[src/rtl/sayeh_pkg.sv]
// sayeh_pkg: shared definitions for the SAYEH control unit.
//   - FSM state encoding (legacy-compatible 3-bit constants)
//   - opcode / sub-opcode constants and instruction field bit positions
//   - ctrl_t: packed bundle of every datapath and bus strobe
//   - small decode helpers used by the decoder
package sayeh_pkg;

    // FSM states
    localparam logic [2:0] ST_RST    = 3'd0;
    localparam logic [2:0] ST_FETCH  = 3'd1;
    localparam logic [2:0] ST_DECODE = 3'd2;
    localparam logic [2:0] ST_EXEC   = 3'd3;
    localparam logic [2:0] ST_MEMX   = 3'd4;
    localparam logic [2:0] ST_HALT   = 3'd5;

    // Instruction field bit positions
    localparam int OPC_MSB     = 15;
    localparam int OPC_LSB     = 12;
    localparam int SYS_SUB_MSB = 11;
    localparam int SYS_SUB_LSB = 8;
    localparam int IMM_SUB_MSB = 9;
    localparam int IMM_SUB_LSB = 8;
    localparam int IMM_MSB     = 7;
    localparam int IMM_LSB     = 0;

    // Major opcodes
    localparam logic [3:0] OP_SYS = 4'h0;
    localparam logic [3:0] OP_MVR = 4'h1;
    localparam logic [3:0] OP_LDA = 4'h2;
    localparam logic [3:0] OP_STA = 4'h3;
    localparam logic [3:0] OP_INP = 4'h4;
    localparam logic [3:0] OP_OUT = 4'h5;
    localparam logic [3:0] OP_AND = 4'h6;
    localparam logic [3:0] OP_ORR = 4'h7;
    localparam logic [3:0] OP_NOT = 4'h8;
    localparam logic [3:0] OP_SHL = 4'h9;
    localparam logic [3:0] OP_SHR = 4'hA;
    localparam logic [3:0] OP_ADD = 4'hB;
    localparam logic [3:0] OP_SUB = 4'hC;
    localparam logic [3:0] OP_MUL = 4'hD;
    localparam logic [3:0] OP_CMP = 4'hE;
    localparam logic [3:0] OP_IMM = 4'hF;

    // Sub-opcodes of OP_SYS (IR[11:8])
    localparam logic [3:0] SUB_NOP = 4'h0;
    localparam logic [3:0] SUB_HLT = 4'h1;
    localparam logic [3:0] SUB_CCF = 4'h2;
    localparam logic [3:0] SUB_SCF = 4'h3;
    localparam logic [3:0] SUB_BRZ = 4'h4;
    localparam logic [3:0] SUB_BRC = 4'h5;

    // Sub-opcodes of OP_IMM (IR[9:8])
    localparam logic [1:0] SUB_MIL = 2'd0;
    localparam logic [1:0] SUB_MIH = 2'd1;
    localparam logic [1:0] SUB_JPR = 2'd2;
    localparam logic [1:0] SUB_JPA = 2'd3;

    typedef struct packed {
        logic reset_pc;
        logic pc_plus_i;
        logic pc_plus_1;
        logic r_plus_i;
        logic r_plus_0;
        logic enable_pc;
        logic rs_on_addr_r;
        logic rd_on_addr_r;
        logic rfright_on_opnd;
        logic ir_on_lopnd;
        logic ir_on_hopnd;
        logic b15to0;
        logic a_and_b;
        logic a_or_b;
        logic not_b;
        logic shl_b;
        logic shr_b;
        logic a_add_b;
        logic a_sub_b;
        logic a_mul_b;
        logic a_cmp_b;
        logic sel_aluout_rfin;
        logic sel_rfin;
        logic rfl_write;
        logic rfh_write;
        logic ir_load;
        logic sr_load;
        logic c_set;
        logic c_reset;
        logic read_mem;
        logic write_mem;
        logic read_io;
        logic write_io;
    } ctrl_t;

    // Opcodes that own the bus for a variable number of cycles
    function automatic logic is_mem_op(input logic [3:0] opc);
        return (opc == OP_LDA) || (opc == OP_STA) ||
               (opc == OP_INP) || (opc == OP_OUT);
    endfunction

    function automatic logic is_hlt_op(input logic [3:0] opc, input logic [3:0] sub);
        return (opc == OP_SYS) && (sub == SUB_HLT);
    endfunction

endpackage

[src/rtl/sayeh_decoder.sv]
// sayeh_decoder: purely combinational control decode.
// Ports:
//   state        in   current FSM state
//   instruction  in   IR contents
//   cout, zout   in   carry / zero flags from the datapath
//   memdataready in   bus access-complete handshake
//   ctrl         out  every datapath / bus strobe for this cycle
//   mem_op       out  current IR is LDA/STA/INP/OUT
//   hlt_op       out  current IR is HLT
module sayeh_decoder
    import sayeh_pkg::*;
(
    input  logic [2:0]  state,
    input  logic [15:0] instruction,
    input  logic        cout,
    input  logic        zout,
    input  logic        memdataready,
    output ctrl_t       ctrl,
    output logic        mem_op,
    output logic        hlt_op
);

    logic [3:0] opc_s;
    logic [3:0] sys_sub_s;
    logic [1:0] imm_sub_s;
    logic       write_ok_s;
    ctrl_t      ctrl_s;
    // The immediate is consumed by the datapath only; it never steers control.
    logic       unused_imm_s;

    assign opc_s        = instruction[OPC_MSB:OPC_LSB];
    assign sys_sub_s    = instruction[SYS_SUB_MSB:SYS_SUB_LSB];
    assign imm_sub_s    = instruction[IMM_SUB_MSB:IMM_SUB_LSB];
    assign unused_imm_s = ^instruction[IMM_MSB:IMM_LSB];
    assign mem_op       = is_mem_op(opc_s);
    assign hlt_op       = is_hlt_op(opc_s, sys_sub_s);
    assign ctrl         = ctrl_s;

    // Map (state, IR, flags, handshake) onto the strobe bundle.
    always_comb begin
        ctrl_s     = '0;
        // In MEMX the register file is only written in the completing cycle.
        write_ok_s = (state != ST_MEMX) || memdataready;
        case (state)
            ST_RST: begin
                ctrl_s.reset_pc  = 1'b1;
                ctrl_s.enable_pc = 1'b1;
            end
            ST_FETCH: begin
                ctrl_s.read_mem = 1'b1;
                ctrl_s.ir_load  = memdataready;
            end
            ST_DECODE: begin
                ctrl_s.pc_plus_1 = 1'b1;
                ctrl_s.enable_pc = 1'b1;
            end
            ST_EXEC, ST_MEMX: begin
                case (opc_s)
                    OP_SYS: begin
                        case (sys_sub_s)
                            SUB_CCF: ctrl_s.c_reset = 1'b1;
                            SUB_SCF: ctrl_s.c_set   = 1'b1;
                            SUB_BRZ: begin
                                ctrl_s.pc_plus_i = zout;
                                ctrl_s.enable_pc = zout;
                            end
                            SUB_BRC: begin
                                ctrl_s.pc_plus_i = cout;
                                ctrl_s.enable_pc = cout;
                            end
                            default: ctrl_s.c_set = 1'b0;
                        endcase
                    end
                    OP_MVR: begin
                        ctrl_s.rfright_on_opnd = 1'b1;
                        ctrl_s.b15to0          = 1'b1;
                        ctrl_s.sel_aluout_rfin = 1'b1;
                        ctrl_s.rfl_write       = 1'b1;
                        ctrl_s.rfh_write       = 1'b1;
                    end
                    OP_LDA: begin
                        ctrl_s.r_plus_0     = 1'b1;
                        ctrl_s.rs_on_addr_r = 1'b1;
                        ctrl_s.read_mem     = 1'b1;
                        ctrl_s.rfl_write    = 1'b1;
                        ctrl_s.rfh_write    = 1'b1;
                    end
                    OP_STA: begin
                        ctrl_s.r_plus_0        = 1'b1;
                        ctrl_s.rd_on_addr_r    = 1'b1;
                        ctrl_s.rfright_on_opnd = 1'b1;
                        ctrl_s.b15to0          = 1'b1;
                        ctrl_s.write_mem       = 1'b1;
                    end
                    OP_INP: begin
                        ctrl_s.read_io   = 1'b1;
                        ctrl_s.sel_rfin  = 1'b1;
                        ctrl_s.rfl_write = 1'b1;
                        ctrl_s.rfh_write = 1'b1;
                    end
                    OP_OUT: begin
                        ctrl_s.rfright_on_opnd = 1'b1;
                        ctrl_s.b15to0          = 1'b1;
                        ctrl_s.write_io        = 1'b1;
                    end
                    OP_AND, OP_ORR, OP_NOT, OP_SHL, OP_SHR, OP_ADD, OP_SUB, OP_MUL: begin
                        ctrl_s.a_and_b         = (opc_s == OP_AND);
                        ctrl_s.a_or_b          = (opc_s == OP_ORR);
                        ctrl_s.not_b           = (opc_s == OP_NOT);
                        ctrl_s.shl_b           = (opc_s == OP_SHL);
                        ctrl_s.shr_b           = (opc_s == OP_SHR);
                        ctrl_s.a_add_b         = (opc_s == OP_ADD);
                        ctrl_s.a_sub_b         = (opc_s == OP_SUB);
                        ctrl_s.a_mul_b         = (opc_s == OP_MUL);
                        ctrl_s.rfright_on_opnd = 1'b1;
                        ctrl_s.sel_aluout_rfin = 1'b1;
                        ctrl_s.rfl_write       = 1'b1;
                        ctrl_s.rfh_write       = 1'b1;
                        ctrl_s.sr_load         = 1'b1;
                    end
                    OP_CMP: begin
                        ctrl_s.a_cmp_b         = 1'b1;
                        ctrl_s.rfright_on_opnd = 1'b1;
                        ctrl_s.sel_aluout_rfin = 1'b1;
                        ctrl_s.sr_load         = 1'b1;
                    end
                    OP_IMM: begin
                        case (imm_sub_s)
                            SUB_MIL: begin
                                ctrl_s.ir_on_lopnd     = 1'b1;
                                ctrl_s.b15to0          = 1'b1;
                                ctrl_s.sel_aluout_rfin = 1'b1;
                                ctrl_s.rfl_write       = 1'b1;
                            end
                            SUB_MIH: begin
                                ctrl_s.ir_on_hopnd     = 1'b1;
                                ctrl_s.b15to0          = 1'b1;
                                ctrl_s.sel_aluout_rfin = 1'b1;
                                ctrl_s.rfh_write       = 1'b1;
                            end
                            SUB_JPR: begin
                                ctrl_s.pc_plus_i = 1'b1;
                                ctrl_s.enable_pc = 1'b1;
                            end
                            SUB_JPA: begin
                                ctrl_s.r_plus_i     = 1'b1;
                                ctrl_s.rd_on_addr_r = 1'b1;
                                ctrl_s.enable_pc    = 1'b1;
                            end
                            default: ctrl_s.enable_pc = 1'b0;
                        endcase
                    end
                    default: ctrl_s.enable_pc = 1'b0;
                endcase
                ctrl_s.rfl_write = ctrl_s.rfl_write & write_ok_s;
                ctrl_s.rfh_write = ctrl_s.rfh_write & write_ok_s;
            end
            ST_HALT: ctrl_s.enable_pc = 1'b0;
            default: ctrl_s.enable_pc = 1'b0;
        endcase
    end

endmodule

[src/rtl/sayeh_controller.sv]
// sayeh_controller: multi-cycle control unit of the SAYEH CPU.
// Holds the fetch/decode/execute FSM and the bus-timeout watchdog; all
// strobes come combinationally from sayeh_decoder.
// Ports:
//   clk, rst_n                    clock, synchronous active-low reset
//   Instruction, Cout, Zout       IR and status flags from the datapath
//   memdataready                  memory/IO access-complete handshake
//   address-unit, bus-steering, ALU-select, register and bus strobes (outputs)
//   halted                        core stopped by HLT
//   bus_error                     core stopped by watchdog timeout
module sayeh_controller
    import sayeh_pkg::*;
#(
    parameter int WAIT_LIMIT = 255,
    parameter int CNT_W      = 8
) (
    input  logic        clk,
    input  logic        rst_n,
    input  logic [15:0] Instruction,
    input  logic        Cout,
    input  logic        Zout,
    input  logic        memdataready,
    output logic        ResetPC,
    output logic        PCplusI,
    output logic        PCplus1,
    output logic        RplusI,
    output logic        Rplus0,
    output logic        EnablePC,
    output logic        Rs_on_AddressUnitRSide,
    output logic        Rd_on_AddressUnitRSide,
    output logic        RFright_on_OpndBus,
    output logic        IR_on_LOpndBus,
    output logic        IR_on_HOpndBus,
    output logic        B15to0,
    output logic        AandB,
    output logic        AorB,
    output logic        notB,
    output logic        shlB,
    output logic        shrB,
    output logic        AaddB,
    output logic        AsubB,
    output logic        AmulB,
    output logic        AcmpB,
    output logic        sel_aluout_rfin,
    output logic        sel_rfin,
    output logic        RFLwrite,
    output logic        RFHwrite,
    output logic        IRload,
    output logic        SRload,
    output logic        Cset,
    output logic        Creset,
    output logic        ReadMem,
    output logic        WriteMem,
    output logic        ReadIO,
    output logic        WriteIO,
    output logic        halted,
    output logic        bus_error
);

    localparam logic             WDOG_ON  = (WAIT_LIMIT != 0);
    // Timeout fires on the waiting cycle that would bring the count to WAIT_LIMIT.
    localparam logic [CNT_W-1:0] LIMIT_M1 = CNT_W'(WAIT_LIMIT - 1);

    logic [2:0]       state_r;
    logic [2:0]       state_nx_s;
    logic [CNT_W-1:0] wait_cnt_r;
    logic             halted_r;
    logic             bus_error_r;
    logic             waiting_s;
    logic             timeout_s;
    logic             mem_op_s;
    logic             hlt_op_s;
    ctrl_t            ctrl_s;

    sayeh_decoder u_decoder (
        .state        (state_r),
        .instruction  (Instruction),
        .cout         (Cout),
        .zout         (Zout),
        .memdataready (memdataready),
        .ctrl         (ctrl_s),
        .mem_op       (mem_op_s),
        .hlt_op       (hlt_op_s)
    );

    assign waiting_s = ((state_r == ST_FETCH) || (state_r == ST_MEMX)) && !memdataready;
    assign timeout_s = WDOG_ON && waiting_s && (wait_cnt_r == LIMIT_M1);

    // Next-state selection.
    always_comb begin
        state_nx_s = state_r;
        case (state_r)
            ST_RST:    state_nx_s = ST_FETCH;
            ST_FETCH: begin
                if (timeout_s) begin
                    state_nx_s = ST_HALT;
                end else if (memdataready) begin
                    state_nx_s = ST_DECODE;
                end else begin
                    state_nx_s = ST_FETCH;
                end
            end
            ST_DECODE: state_nx_s = mem_op_s ? ST_MEMX : ST_EXEC;
            ST_EXEC:   state_nx_s = hlt_op_s ? ST_HALT : ST_FETCH;
            ST_MEMX: begin
                if (timeout_s) begin
                    state_nx_s = ST_HALT;
                end else if (memdataready) begin
                    state_nx_s = ST_FETCH;
                end else begin
                    state_nx_s = ST_MEMX;
                end
            end
            ST_HALT:   state_nx_s = ST_HALT;
            default:   state_nx_s = ST_RST;
        endcase
    end

    // State, wait counter and sticky stop flags.
    always_ff @(posedge clk) begin
        if (!rst_n) begin
            state_r     <= ST_RST;
            wait_cnt_r  <= '0;
            halted_r    <= 1'b0;
            bus_error_r <= 1'b0;
        end else begin
            state_r <= state_nx_s;
            if ((state_nx_s != state_r) || memdataready) begin
                wait_cnt_r <= '0;
            end else if (waiting_s) begin
                wait_cnt_r <= wait_cnt_r + CNT_W'(1);
            end else begin
                wait_cnt_r <= wait_cnt_r;
            end
            if ((state_r == ST_EXEC) && hlt_op_s) begin
                halted_r <= 1'b1;
            end else begin
                halted_r <= halted_r;
            end
            if (timeout_s) begin
                bus_error_r <= 1'b1;
            end else begin
                bus_error_r <= bus_error_r;
            end
        end
    end

    assign ResetPC                = ctrl_s.reset_pc;
    assign PCplusI                = ctrl_s.pc_plus_i;
    assign PCplus1                = ctrl_s.pc_plus_1;
    assign RplusI                 = ctrl_s.r_plus_i;
    assign Rplus0                 = ctrl_s.r_plus_0;
    assign EnablePC               = ctrl_s.enable_pc;
    assign Rs_on_AddressUnitRSide = ctrl_s.rs_on_addr_r;
    assign Rd_on_AddressUnitRSide = ctrl_s.rd_on_addr_r;
    assign RFright_on_OpndBus     = ctrl_s.rfright_on_opnd;
    assign IR_on_LOpndBus         = ctrl_s.ir_on_lopnd;
    assign IR_on_HOpndBus         = ctrl_s.ir_on_hopnd;
    assign B15to0                 = ctrl_s.b15to0;
    assign AandB                  = ctrl_s.a_and_b;
    assign AorB                   = ctrl_s.a_or_b;
    assign notB                   = ctrl_s.not_b;
    assign shlB                   = ctrl_s.shl_b;
    assign shrB                   = ctrl_s.shr_b;
    assign AaddB                  = ctrl_s.a_add_b;
    assign AsubB                  = ctrl_s.a_sub_b;
    assign AmulB                  = ctrl_s.a_mul_b;
    assign AcmpB                  = ctrl_s.a_cmp_b;
    assign sel_aluout_rfin        = ctrl_s.sel_aluout_rfin;
    assign sel_rfin               = ctrl_s.sel_rfin;
    assign RFLwrite               = ctrl_s.rfl_write;
    assign RFHwrite               = ctrl_s.rfh_write;
    assign IRload                 = ctrl_s.ir_load;
    assign SRload                 = ctrl_s.sr_load;
    assign Cset                   = ctrl_s.c_set;
    assign Creset                 = ctrl_s.c_reset;
    assign ReadMem                = ctrl_s.read_mem;
    assign WriteMem               = ctrl_s.write_mem;
    assign ReadIO                 = ctrl_s.read_io;
    assign WriteIO                = ctrl_s.write_io;
    assign halted                 = halted_r;
    assign bus_error              = bus_error_r;

endmodule

[config.mk]
export PLATFORM = sky130hd
export DESIGN_NAME = sayeh_controller
export DESIGN_NICKNAME = d
export VERILOG_FILES = /design/src/rtl/sayeh_pkg.sv /design/src/rtl/sayeh_decoder.sv /design/src/rtl/sayeh_controller.sv
export SDC_FILE = /design/constraint.sdc
export NUM_CORES = 1
export LEC_CHECK = 0
export ABC_AREA = 1
export CAP_MARGIN = 20
export CORE_MARGIN = 8
export CORE_UTILIZATION = 40
export DETAILED_ROUTE_END_ITERATION = 7
export GPL_TIMING_DRIVEN = 0
export PLACE_DENSITY = 0.8
export SYNTH_ARGS = -nofsm -noshare
export SYNTH_HDL_FRONTEND = slang
export SYNTH_HIERARCHICAL = 1
export SYNTH_SLANG_ARGS = --single-unit
[constraint.sdc]
create_clock -name clk -period 1.8 [get_ports clk]
set_clock_uncertainty 0.2 [all_clocks]
set_input_delay 0.36 -clock clk [delete_from_list [all_inputs] [get_ports clk]]
set_output_delay 0.36 -clock clk [all_outputs]
set_load 0.005 [all_outputs]
# Word-level counts from Yosys, hierarchy flattened
# Index checks and enable logic that the tools add are counted.
# W data, S select, Z words.
# classes
n_reduce_logical	26
mux	45
addsub	1
magnitude_cmp	0
mul	0
n_div	0
eq_ne	31
n_shift	0
n_bitwise	3
# op_table
op	n
$eq A4 B4 Y1 const B	8
$eq A4 B3 Y1 const B	6
$mux W1	21
$mux W3	7
$mux W19	1
$pmux W3 S6	1
$eq A4 B2 Y1 const B	4
$pmux W1 S2	8
$reduce_or A12 Y1	1
$reduce_or A2 Y1	6
$reduce_or A11 Y1	1
$mux W2	5
$reduce_or A10 Y1	1
$reduce_or A9 Y1	1
$add A8 B1 Y8 const B	1
$eq A4 B1 Y1 const B	2
$eq A8 B8 Y1 const B	1
$mux W8	1
$reduce_or A8 Y1	1
$eq A3 B2 Y1 const B	2
$eq A3 B3 Y1 const B	2
$logic_or A1 B1 Y1	6
$eq A2 B2 Y1 const B	2
$logic_and A1 B1 Y1	4
12 further kinds	13
# word_totals
reg_bits	13
ram_bits	0
n_memories	0
input_bits	21
latch_bits	0
word_cells	110
output_inout_bits	35
romBits	0

# Longest topological paths before layout
# Gate-level depths: netlist of run 1.
# depth
depth_word	9
ltp_mapped	11
mapped_depth_nobuf	11

# Cells and area by module
# The synthesis of run 1 kept the hierarchy.
# by_module_without_submodules
mod	n_inst	cells_each	area_per_inst_um2	seq_area_each_um2
sayeh_controller	1	131	923.4	260.2
sayeh_decoder	1	115	529.3	0.0

# Worst setup path before layout of run 1
# OpenSTA, ideal clock, no wires.
# synth_path
kind	flip-flop to output port
startpoint	reg state_r[2]
endpoint	out sel_rfin
required_ps	1240
arrival_time_ps	1246
slack_ps	-6
stages_incl_launch_ff	8
cell_sequence	dfxtp_1 > inv_1 > nand3_1 > nand2_2 > inv_2 > buf_6 > nor3_1 > buf_4
# synth_between
elab_chain_len	3
word_cells_on_any_way	4
classes_between	2 x eq/ne; 1 x mux; 1 x reduce/logical
# synth_rtl
element	line	text
from (decl)	sayeh_controller.sv:64	logic [2:0] state_r;
from (signal assigned)	sayeh_controller.sv:127	state_r <= state_nx_s;
$eq A3 B3 Y1 / $eq A3 B2 Y1 (equally long branches)	sayeh_decoder.sv:44	case (state)
$reduce_or A2 Y1 (*)	sayeh_decoder.sv:44	
$mux W19 (*)	sayeh_decoder.sv:44	
to (decl)	sayeh_controller.sv:45	output logic sel_rfin,
# Every way passes the cells marked *; elsewhere a longest branch is shown, timed or not.

# Final worst setup path of run 1
# layout_path
startpoint	reg state_r[0]
endpoint	out notB
# layout_between
elab_chain_len	3
word_cells_on_any_way	4
classes_between	2 x eq/ne; 1 x mux; 1 x reduce/logical
# layout_rtl
element	line	text
$eq A3 B3 Y1 / $eq A3 B2 Y1 (equally long branches)	sayeh_decoder.sv:44	
$reduce_or A2 Y1 (*)	sayeh_decoder.sv:44	
$mux W19 (*)	sayeh_decoder.sv:44	
to (decl)	sayeh_controller.sv:37	output logic notB,
# Marked as above.

==> results by group, run 1 <==
Logic synthesis
  – Yosys warning count: 6
  – Synth Register Bits: 13
  – Cell count after synthesis: between 200 and 250
  – Avg Inst Size Synth: 5.91 µm²
  – Synthesized area: 0.00145 mm²
  – Net Count, Synth: 269
  – Seq/Total Area, Yosys: 17.9%
  – Synth cell types: 33

Floorplan
  – Die ar.: 0.00582 mm²
  – Num rows: 22
  – Die Height: 76.3 µm
  – Chip width: ~76 µm
  – Core Region: 0.00358 mm²
  – I/O pins: 56
  – Initial Util: 40.6%

Worst setup path
  – Worst Path Max Fanout: 6
  – CP Cell Sequence: nor2_4, nand2_2, nand2_4, inv_4, buf_8, buf_8, nor3_4, buf_2
  – Launching point of the worst reg2reg path: state_r[0]
  – Crit-path most repeated cell: buf_8
  – CP endpoint kind: output pin
  – Cell family with the largest share of critical-path delay: buffers and inverters
  – Buf/Inv on CP: 4
  – Kind of critical path: register to output pin
  – Data required, critical path: 1240 ps
  – R2r endpoint: wait_cnt_r[5]
  – R2R Setup Slk: 150 ps
  – Worst path max stage delay: approximately 370 ps
  – Reg2Reg Depth: 10
  – WP data arrival: 1500 ps
  – Max stage delay cell, worst path: dfxtp_4
  – Startpoint type of the worst setup path: register

Outcome
  – Failing checks: negative setup slack
  – Outcome: finished with violations

Finish
  – Final core occ: roughly 62%
  – Fraction of layout cells with a size suffix above 1: ~47%
  – Layout overhead on the synthesized area: 53.4%
  – Fin area: 0.00223 mm²
  – Ant diodes: 0
  – Most common cell after layout, fill and taps aside: nand2_1
  – Most frequent cells in the layout: nand2_1, inv_1, buf_2, nor2_1, nor2_2
  – # nets final: 338

Timing
  – Least-Margin Pin Slew: ~290 ps
  – Endpoints failing setup: 30
  – Final min period: 2060 ps
  – Post-route setup slack: -258 ps
  – Slew HR: 80.8%
  – Final Hold Vio Count: 0
  – Final Slew Violations: 0
  – RSZ-0062 raised after global routing: yes
  – Fmax: between 400 and 500 MHz
  – Period utilization: 114%

Placement
  – Post-DP Area: 0.00197 mm²
  – # port buffers: 45
  – Hpwl dp: 3.12 mm
  – Routability cong.: between 0.8 and 0.9
  – Place WS: -969 ps

Route
  – DR vias/cell: 4.97
  – Drt drc: 0
  – Detailed Route WL: 4.56 mm
  – Vias post-DR: 1799
  – DR pass1 iterations: 4
  – Detail Route Antenna Nets: 0
  – Initial DRC count: 124
  – Per-cell routed wire length: 12.6 µm

Clock tree
  – CTS Buffer Depth: 2
  – H-tree Lvls: 1
  – CTS tree: yes
  – CTS root buf: clkbuf_4
  – Register clock-pin slew on the reported worst setup and hold paths: around 80 ps
  – TritonCTS Sinks: 13
  – Clk_lat worst skew: 280 ps
  – Num CTS Buffers: 3

Global routing
  – Total Routing Usage GR: roughly 15%
  – Vias in the first global route: 1630
  – Global-route wire length before repair: 7.49 mm
  – GRT Residual Overflow: 0
  – Initial antenna violation count: 0
  – Largest net degree at the start of global routing: 11

Power
  – Lkg Pwr: approximately 1.1 nW
  – Tot Pwr: 0.860 mW
  – Pwr dens: 386 mW/mm²
  – IR drop worst, VDD: 375 µV

Worst hold path
  – Hold path cells: 2
  – Min-Delay Endpoint: halted
  – HP Class: register to register
  – Min-delay src: halted

Run
  – Number of max-cap violations: 0
cells in the mapped netlist (all sizes together):
cell type / n / area share (%)
nand3b: 2 / 1.3
buf: 7 / 3.9
nand2: 61 / 18
ha: 2 / 1.7
a21oi: 16 / 5.5
o21ai: 8 / 3.0
xnor2: 1 / 0.60
a31oi: 1 / 0.43
nand3: 24 / 10
nor4: 2 / 1.3
nor3: 7 / 2.8
dfxtp: 13 / 18
or3: 1 / 0.43
inv: 43 / 11
o211ai: 1 / 0.52
nand4: 4 / 2.2
xor2: 3 / 1.8
nor2: 50 / 17
power breakdown:
| group | leakage (nW) | internal (mW) | switching (mW) | total [mW] |
|---|---|---|---|---|
| clock | 0.0150 | 0.0859 | 0.0953 | 0.181 |
| sequential | 0.108 | 0.293 | 0.0105 | 0.304 |
| combinational | 0.947 | 0.155 | 0.220 | 0.375 |
| total | 1.07 | 0.534 | 0.325 | 0.860 |
metrics by stage:
stage               std cells  setup TNS (ps)  hold WS [ps]
floorplan                 246               0           247
global placement          339          -29570           238
detailed placement        339          -29440           266
CTS                       361           -5750           275
global route              362           -6920           323
finish                    362           -4970           273
timing repair:
item | 4_1_cts | 5_1_grt
pin swaps | 14 | 10
hold buffers | 0 | 0
endpoints found under the setup margin | 43 | 40
setup buffers | 18 | 1
gates resized for setup | 179 | 38
hold endpoints to repair | 0 | 0
layout make-up:
cell class / count / area, µm²
multi-input cells: 183 / 1130
plain buffers: 7 / 75.1
flip-flops and latches: 13 / 273
repair buffers: 64 / 494
fillers: 317 / 1350
inverters: 43 / 169
well taps: 48 / 60.1
clock buffers: 4 / 26.3
kinds of logic (layout without fill, tap and decap cells):
| group | after synthesis | count (layout) | share of synthesized area (%) |
|---|---|---|---|
| AO/OA/AOI/OAI | 26 | 26 | 9.48 |
| flip-flops | 13 | 13 | 17.9 |
| AND/OR/NAND/NOR | 151 | 151 | 53.1 |
| adder cells (fa/ha/maj) | 2 | 2 | 1.72 |
| XOR/XNOR | 4 | 4 | 2.41 |
| buffers and inverters | 50 | 118 | 15.3 |
registers in the layout, indices dropped and copies added, names as in the netlist:
register and flops:
wait_cnt_r 8, state_r 3, bus_error 1, halted 1
worst register-to-register path: stages, from the launching register on:
cell     delay, ps
dfxtp_4        370
buf_4          140
buf_6          140
nor2_4         100
nand2_1         80
nand2_2         90
nand2_4         90
inv_6          100
nor2_1          40
a21oi_1        130
nor2_2          50
per-layer routing:
metal / up-vias / GRT usage, % / wire (µm)
li1: 909 / - / -
met1: 823 / 16.1 / 1900
met2: 55 / 26.6 / 2350
met3: 12 / 4.13 / 234
met4: 0 / 5.38 / 73
met5: - / 0 / 0
worst max path at each step:
stage,startpoint,to,slack [ps],cells after the start
final,state_r[0],notB,-260,8
after global routing,state_r[2],WriteIO,-320,7
after CTS,state_r[1],sel_rfin,-260,8
after detailed placement,Instruction[14],B15to0,-970,7
after global placement,Instruction[14],B15to0,-970,7
after floorplan,Instruction[13],wait_cnt_r[5],40,11
Power figures use the tool's default switching activity.
==> run 2, diff against run 1 <==
ABC_CLOCK_PERIOD_IN_PS = 1800   (was default)
CORE_ASPECT_RATIO = 0.6   (was default)
MAX_ROUTING_LAYER = met4   (was default)
==> run 2 against run 1 <==
The run still ends with negative setup slack left. Non-clock buffer count rose by 4. Design area grew 3.0%. Sequential share of layout area fell by 0.35 points. Global-route usage up 2.7 points. Worst hold slack better by 8.9 ps. Register-to-register slack got worse by 150 ps. Final cell count rose by 0.83%. Critical path depth is the same. Routed wire length up 26%. Combinational power increased by 10%. Setup slack gained 14 ps.
==> results by group, run 2 (synthesized netlist as in run 1, its figures left out) <==
Timing
  – Period utilization: 114% (about the same)
  – Hold Slack: 282 ps (was 273 ps)
  – Final min period: 2040 ps (was 2060 ps)
  – Final Hold Vio Count: 0 (unchanged)
  – Endpoints failing setup: 38 (was 30)
  – Least-Margin Pin Slew: 337 ps (was 288 ps)
  – Slew HR: 77.4% (was 80.8%)
  – RSZ-0062 raised after global routing: yes (unchanged)
  – Setup TNS Final: -5090 ps (was -4970 ps)
  – Post-route setup slack: -244 ps (was -258 ps)
  – Final Slew Violations: 0 (unchanged)
  – Fmax: 489 MHz (was 486 MHz)

Floorplan
  – Initial Util: 40.7% (was 40.6%)
  – I/O pins: 56 (unchanged)
  – Num rows: 17 (was 22)
  – Core Region: 0.00357 mm² (was 0.00358 mm²)
  – Chip width: 93.8 µm (was 76.3 µm)
  – Die ar.: 0.00588 mm² (was 0.00582 mm²)
  – Die Height: 62.7 µm (was 76.3 µm)

Route
  – Drt drc: 0 (unchanged)
  – DR vias/cell: 5.24 (was 4.97)
  – Per-cell routed wire length: 15.7 µm (was 12.6 µm)
  – Detailed Route WL: 5.74 mm (was 4.56 mm)
  – Detail Route Antenna Nets: 0 (unchanged)
  – Initial DRC count: 212 (was 124)
  – Vias post-DR: 1912 (was 1799)
  – DR pass1 iterations: 4 (unchanged)

Power
  – Lkg Pwr: 1.09 nW (was 1.07 nW)
  – IR drop worst, VDD: 214 µV (was 375 µV)
  – Pwr dens: 430 mW/mm² (was 386 mW/mm²)

Clock tree
  – CTS root buf: clkbuf_8 (was clkbuf_4)
  – CTS Buffer Depth: 2 (unchanged)
  – Register clock-pin slew on the reported worst setup and hold paths: 50 ps (was 80 ps)
  – Hold buffer count at cts: 0 (unchanged)
  – Num CTS Buffers: 3 (unchanged)
  – TritonCTS Sinks: 13 (unchanged)
  – H-tree Lvls: 1 (unchanged)
  – CTS tree: yes (unchanged)
  – Clk_lat worst skew: 250 ps (was 280 ps)

Worst setup path
  – WP data arrival: 1480 ps (was 1500 ps)
  – Startpoint type of the worst setup path: register (unchanged)
  – CP endpoint kind: output pin (unchanged)
  – Kind of critical path: register to output pin (unchanged)
  – Data required, critical path: 1240 ps (about the same)
  – Worst Path Max Fanout: 5 (was 6)
  – Launching point of the worst reg2reg path: state_r[1] (was state_r[0])
  – Critical Path Source: state_r[1] (was state_r[0])

Placement
  – Routability cong.: 0.952 (was 0.890)
  – # port buffers: 45 (unchanged)
  – Hpwl dp: 3.71 mm (was 3.12 mm)
  – Inst Count DP: 338 (was 339)

Finish
  – Fraction of layout cells with a size suffix above 1: 47.8% (was 47.1%)
  – Top flop regs: wait_cnt_r x8, state_r x3 (unchanged)
  – Most common cell after layout, fill and taps aside: nand2_1 (unchanged)
  – Non-Filler Instances: 365 (was 362)
  – Final core occ: 64.2% (was 62.3%)
  – # fillers: 286 (was 317)
  – # nets final: 342 (was 338)
  – Ant diodes: 0 (unchanged)
  – Most frequent cells in the layout: nand2_1, inv_1, buf_4, nor2_1, buf_2 (was nand2_1, inv_1, buf_2, nor2_1, nor2_2)
  – Layout overhead on the synthesized area: 58.0% (was 53.4%)
  – Reg with most FFs: wait_cnt_r (unchanged)
  – Max reg flops: 8 (unchanged)

Global routing
  – Total Routing Usage GR: 17.6% (was 14.8%)
  – Vias in the first global route: 1606 (was 1630)
  – Global-route wire length before repair: 8.25 mm (was 7.49 mm)
  – GRT Residual Overflow: 0 (unchanged)
  – Largest net degree at the start of global routing: 11 (unchanged)
  – Initial antenna violation count: 0 (unchanged)

Outcome
  – Failing checks: negative setup slack (unchanged)
  – Outcome: finished with violations (unchanged)

Run
  – Number of max-cap violations: 0 (unchanged)

Worst hold path
  – HP Class: register to register (unchanged)
  – Min-delay src: bus_error (was halted)
==> run 2: cell count changes in the layout (fill, tap and decap cells not counted), sizes merged <==
cell	before	now
clkdlybuf4s15	3	7
dlygate4sd2	8	7
buf	55	56
==> run 2: layout make-up <==
class                      count  area, µm²  area share [%]
tap                           47       58.8            2.56
buffer                         7       67.6            2.94
multi-input combinational    183       1160            50.6
sequential                    13        273            11.9
clock buffer                   4       45.0            1.96
inverter                      43        171            7.47
timing repair buffer          68        518            22.6
==> run 2: path summary, 6_finish.rpt <==
kind / to / slack [ps] / cells after the start
setup / recovery: sel_rfin / -240 / 8
hold / removal: bus_error / 280 / 2
setup reg to reg: wait_cnt_r[0] / 0 / 10
hold reg to reg: bus_error / 280 / 2
==> run 2: what timing repair did <==
action                     4_1_cts  5_1_grt
gates resized for setup        184       30
setup endpoints to repair       44       39
buffers inserted                15        7
gates cloned                     1        0
pin swaps                       12        9
==> run 2: stage by stage <==
step / cell area (µm²) / total power, mW / worst slack, ps
2_1_floorplan: 1460 / 0.511 / 38.5
3_3_place_gp: 1970 / 0.620 / -999
3_5_place_dp: 1970 / 0.624 / -1010
4_1_cts: 2180 / 0.931 / -210
5_1_grt: 2290 / 1.04 / -298
6_report: 2290 / 0.986 / -244
==> run 2: metal layers <==
metal / vias up / global-route usage [%] / wire length, µm
li1: 923 / - / -
met1: 872 / 25.0 / 2590
met2: 97 / 23.8 / 2490
met3: 20 / 4.08 / 479
met4: 0 / 4.13 / 180
met5: - / - / 0
==> run 2: power breakdown <==
part	total, mW	leakage, nW	switching (mW)	internal [mW]
clock network	0.268	0.0228	0.111	0.157
logic	0.413	0.955	0.246	0.167
registers	0.305	0.108	0.0109	0.294
total	0.986	1.09	0.368	0.618
==> run 2: critical path, cell delays in order, from the launching register on <==
cell     delay, ps
dfxtp_4        360
nor2_4         120
nand2_2         90
nand2_4         90
inv_4           40
buf_6          130
nor3_4         180
buf_4          130
buf_6           80
==> run 3, diff against run 2 <==
CTS_BUF_LIST = sky130_fd_sc_hd__clkbuf_16   (was default)
PLACE_DENSITY = 0.79   (was 0.8)
==> run 3 against run 2 <==
Sequential power about the same. Design area increased by 2.4%. Flip-flop and latch count unchanged. Largest cell class unchanged. Via count decreased by 1.4%. The flow still finishes with violations (negative setup slack). Count of clock-buffer cells in the layout decreased by 1. Utilization increased by 1.5 points. Routed wire length decreased by 3.7%. Critical path type unchanged. Worst hold slack got worse by 22 ps. Highest routed layer unchanged. Die area unchanged. Fmax increased by 0.19%.
==> results by group, run 3 (synthesized netlist as in run 1, its figures left out) <==
Global routing
  – Largest net degree at the start of global routing: 11 (unchanged)
  – GRT Residual Overflow: 0 (unchanged)
  – Total Routing Usage GR: 17.8% (was 17.6%)
  – Global-route wire length before repair: 8.31 mm (was 8.25 mm)
  – Initial antenna violation count: 0 (unchanged)
  – Vias in the first global route: 1644 (was 1606)

Power
  – Net Sw Power: 0.384 mW (was 0.368 mW)
  – Pint: 0.756 mW (was 0.618 mW)
  – IR drop worst, VDD: 374 µV (was 214 µV)
  – Lkg Pwr: 1.14 nW (was 1.09 nW)
  – Switching Fraction: 33.7% (was 37.3%)
  – Comb pwr share: 36.2% (was 41.9%)
  – Clk pwr share: 36.9% (was 27.2%)
  – Seq pwr share: 26.9% (was 30.9%)
  – Pwr dens: 485 mW/mm² (was 430 mW/mm²)

Floorplan
  – Core Region: 0.00357 mm² (unchanged)
  – Initial Util: 40.7% (unchanged)
  – Die Height: 62.7 µm (unchanged)
  – Die ar.: 0.00588 mm² (unchanged)
  – Num rows: 17 (unchanged)
  – I/O pins: 56 (unchanged)
  – Chip width: 93.8 µm (unchanged)

Worst setup path
  – WP data arrival: 1480 ps (about the same)
  – Data required, critical path: 1240 ps (about the same)
  – Startpoint type of the worst setup path: register (unchanged)
  – Kind of critical path: register to output pin (unchanged)
  – Reg2Reg Depth: 9 (was 10)
  – R2R Setup Slk: 70 ps (was 0 ps)
  – Worst Path Max Fanout: 8 (was 5)
  – Worst path max stage delay: 360 ps (about the same)
  – CP Cell Sequence: nor2_4, nand2_4, nand2_4, inv_4, buf_8, buf_6, nor4_4, buf_2 (was nor2_4, nand2_2, nand2_4, inv_4, buf_6, nor3_4, buf_4, buf_6)
  – Launching point of the worst reg2reg path: state_r[0] (was state_r[1])
  – CP endpoint kind: output pin (unchanged)
  – R2r endpoint: wait_cnt_r[2] (was wait_cnt_r[0])
  – Crit-path most repeated cell: nand2_4 (was buf_6)
  – Max stage delay cell, worst path: dfxtp_4 (unchanged)

Route
  – Detail Route Antenna Nets: 0 (unchanged)
  – Met1 wire length: 2.47 mm (was 2.59 mm)
  – Detailed Route WL: 5.53 mm (was 5.74 mm)
  – Per-cell routed wire length: 15.2 µm (was 15.7 µm)
  – Initial DRC count: 253 (was 212)
  – Vias post-DR: 1886 (was 1912)
  – DR vias/cell: 5.20 (was 5.24)
  – WL met2: 2.61 mm (was 2.49 mm)
  – DR top layer: met4 (unchanged)
  – WL met3: 435 µm (was 479 µm)
  – DR pass1 iterations: 5 (was 4)
  – Drt drc: 0 (unchanged)

Clock tree
  – Num CTS Buffers: 3 (unchanged)
  – Register clock-pin slew on the reported worst setup and hold paths: 50 ps (about the same)
  – Clk_lat worst skew: 240 ps (was 250 ps)
  – CTS Buffer Depth: 2 (unchanged)
  – TritonCTS Sinks: 13 (unchanged)
  – CTS tree: yes (unchanged)
  – CTS root buf: clkbuf_16 (was clkbuf_8)
  – H-tree Lvls: 1 (unchanged)

Outcome
  – Outcome: finished with violations (unchanged)
  – Failing checks: negative setup slack (unchanged)

Timing
  – Period utilization: 113% (was 114%)
  – Fmax: 490 MHz (was 489 MHz)
  – Final Slew Violations: 0 (unchanged)
  – Hold Slack: 260 ps (was 282 ps)
  – Final min period: 2040 ps (about the same)
  – RSZ-0062 raised after global routing: yes (unchanged)
  – Post-route setup slack: -240 ps (was -244 ps)
  – Endpoints failing setup: 29 (was 38)
  – Least-Margin Pin Slew: 326 ps (was 337 ps)
  – Final Hold Vio Count: 0 (unchanged)
  – Slew HR: 78.3% (was 77.4%)

Finish
  – Fin area: 0.00235 mm² (was 0.00229 mm²)
  – Most common cell after layout, fill and taps aside: nand2_1 (unchanged)
  – Top flop regs: wait_cnt_r x8, state_r x3 (unchanged)
  – Layout overhead on the synthesized area: 61.8% (was 58.0%)
  – Most frequent cells in the layout: nand2_1, inv_1, buf_2, nor2_1, nor2_2 (was nand2_1, inv_1, buf_4, nor2_1, buf_2)
  – # nets final: 340 (was 342)
  – Ant diodes: 0 (unchanged)
  – Fraction of layout cells with a size suffix above 1: 49.7% (was 47.8%)
  – Non-Filler Instances: 363 (was 365)
  – Max reg flops: 8 (unchanged)
  – # fillers: 292 (was 286)
  – Reg with most FFs: wait_cnt_r (unchanged)

Worst hold path
  – Min-delay src: halted (was bus_error)
  – Hold path cells: 2 (unchanged)
  – Min-Delay Endpoint: halted (was bus_error)
  – HP Class: register to register (unchanged)

Placement
  – Post-DP Area: 0.00197 mm² (unchanged)
  – # port buffers: 45 (unchanged)
  – Routability cong.: 0.938 (was 0.952)
  – Place WS: -1010 ps (about the same)
  – Hpwl dp: 3.72 mm (was 3.71 mm)
  – Inst Count DP: 338 (unchanged)

Run
  – Number of max-cap violations: 0 (unchanged)
## run 3: routing by layer
layer,track usage (%),vias up
met5,-,-
met4,2.55,0
li1,-,923
met3,2.40,2
met2,27.5,91
met1,24.3,870
## run 3: layout make-up
type	instances	area, µm²	area share (%)
buffer	7	75.1	3.19
clock buffer	3	75.1	3.19
clock inverter	1	5.00	0.213
inverter	43	169	7.19
multi-input combinational	183	1180	50.4
sequential	13	273	11.6
tap	47	58.8	2.50
timing repair buffer	66	509	21.7
## run 3: how the worst max path moves through the flow
stage | from | end
5_1_grt | state_r[2] | shrB
2_1_floorplan | Instruction[13] | wait_cnt_r[5]
6_report | state_r[0] | shrB
4_1_cts | state_r[1] | RFLwrite
3_5_place_dp | Instruction[14] | Cset
3_3_place_gp | Instruction[14] | Creset
## run 3: metrics by stage
step | setup TNS (ps) | total power [mW] | utilization (%)
after floorplan | 0 | 0.511 | -
after global placement | -30590 | 0.621 | 55.0
after detailed placement | -30840 | 0.627 | 55.0
after CTS | -3580 | 1.09 | 62.0
after global routing | -6650 | 1.19 | 65.8
final | -4890 | 1.14 | 65.8
## run 3: repair_timing
item / in CTS / in global routing
endpoints found under the hold margin: 0 / 0
hold buffers: 0 / 0
endpoints found under the setup margin: 44 / 39
pin swaps: 12 / 9
gates resized for setup: 197 / 32
buffers inserted: 17 / 5
## run 3: worst max-delay path: cells and delay by family (launching register included)
kind / cells / cell delay (ps)
buffers and inverters: 4 / 460
DFF: 1 / 360
and+or+nand+nor: 4 / 430
## run 3: power by group through the flow
stage                     logic, mW  registers (mW)  clock network [mW]
final                         0.413           0.307               0.421
after global routing          0.442           0.307               0.439
after CTS                     0.358           0.308               0.425
after detailed placement      0.315           0.312                   0
after global placement        0.309           0.312                   0
after floorplan               0.201           0.309                   0
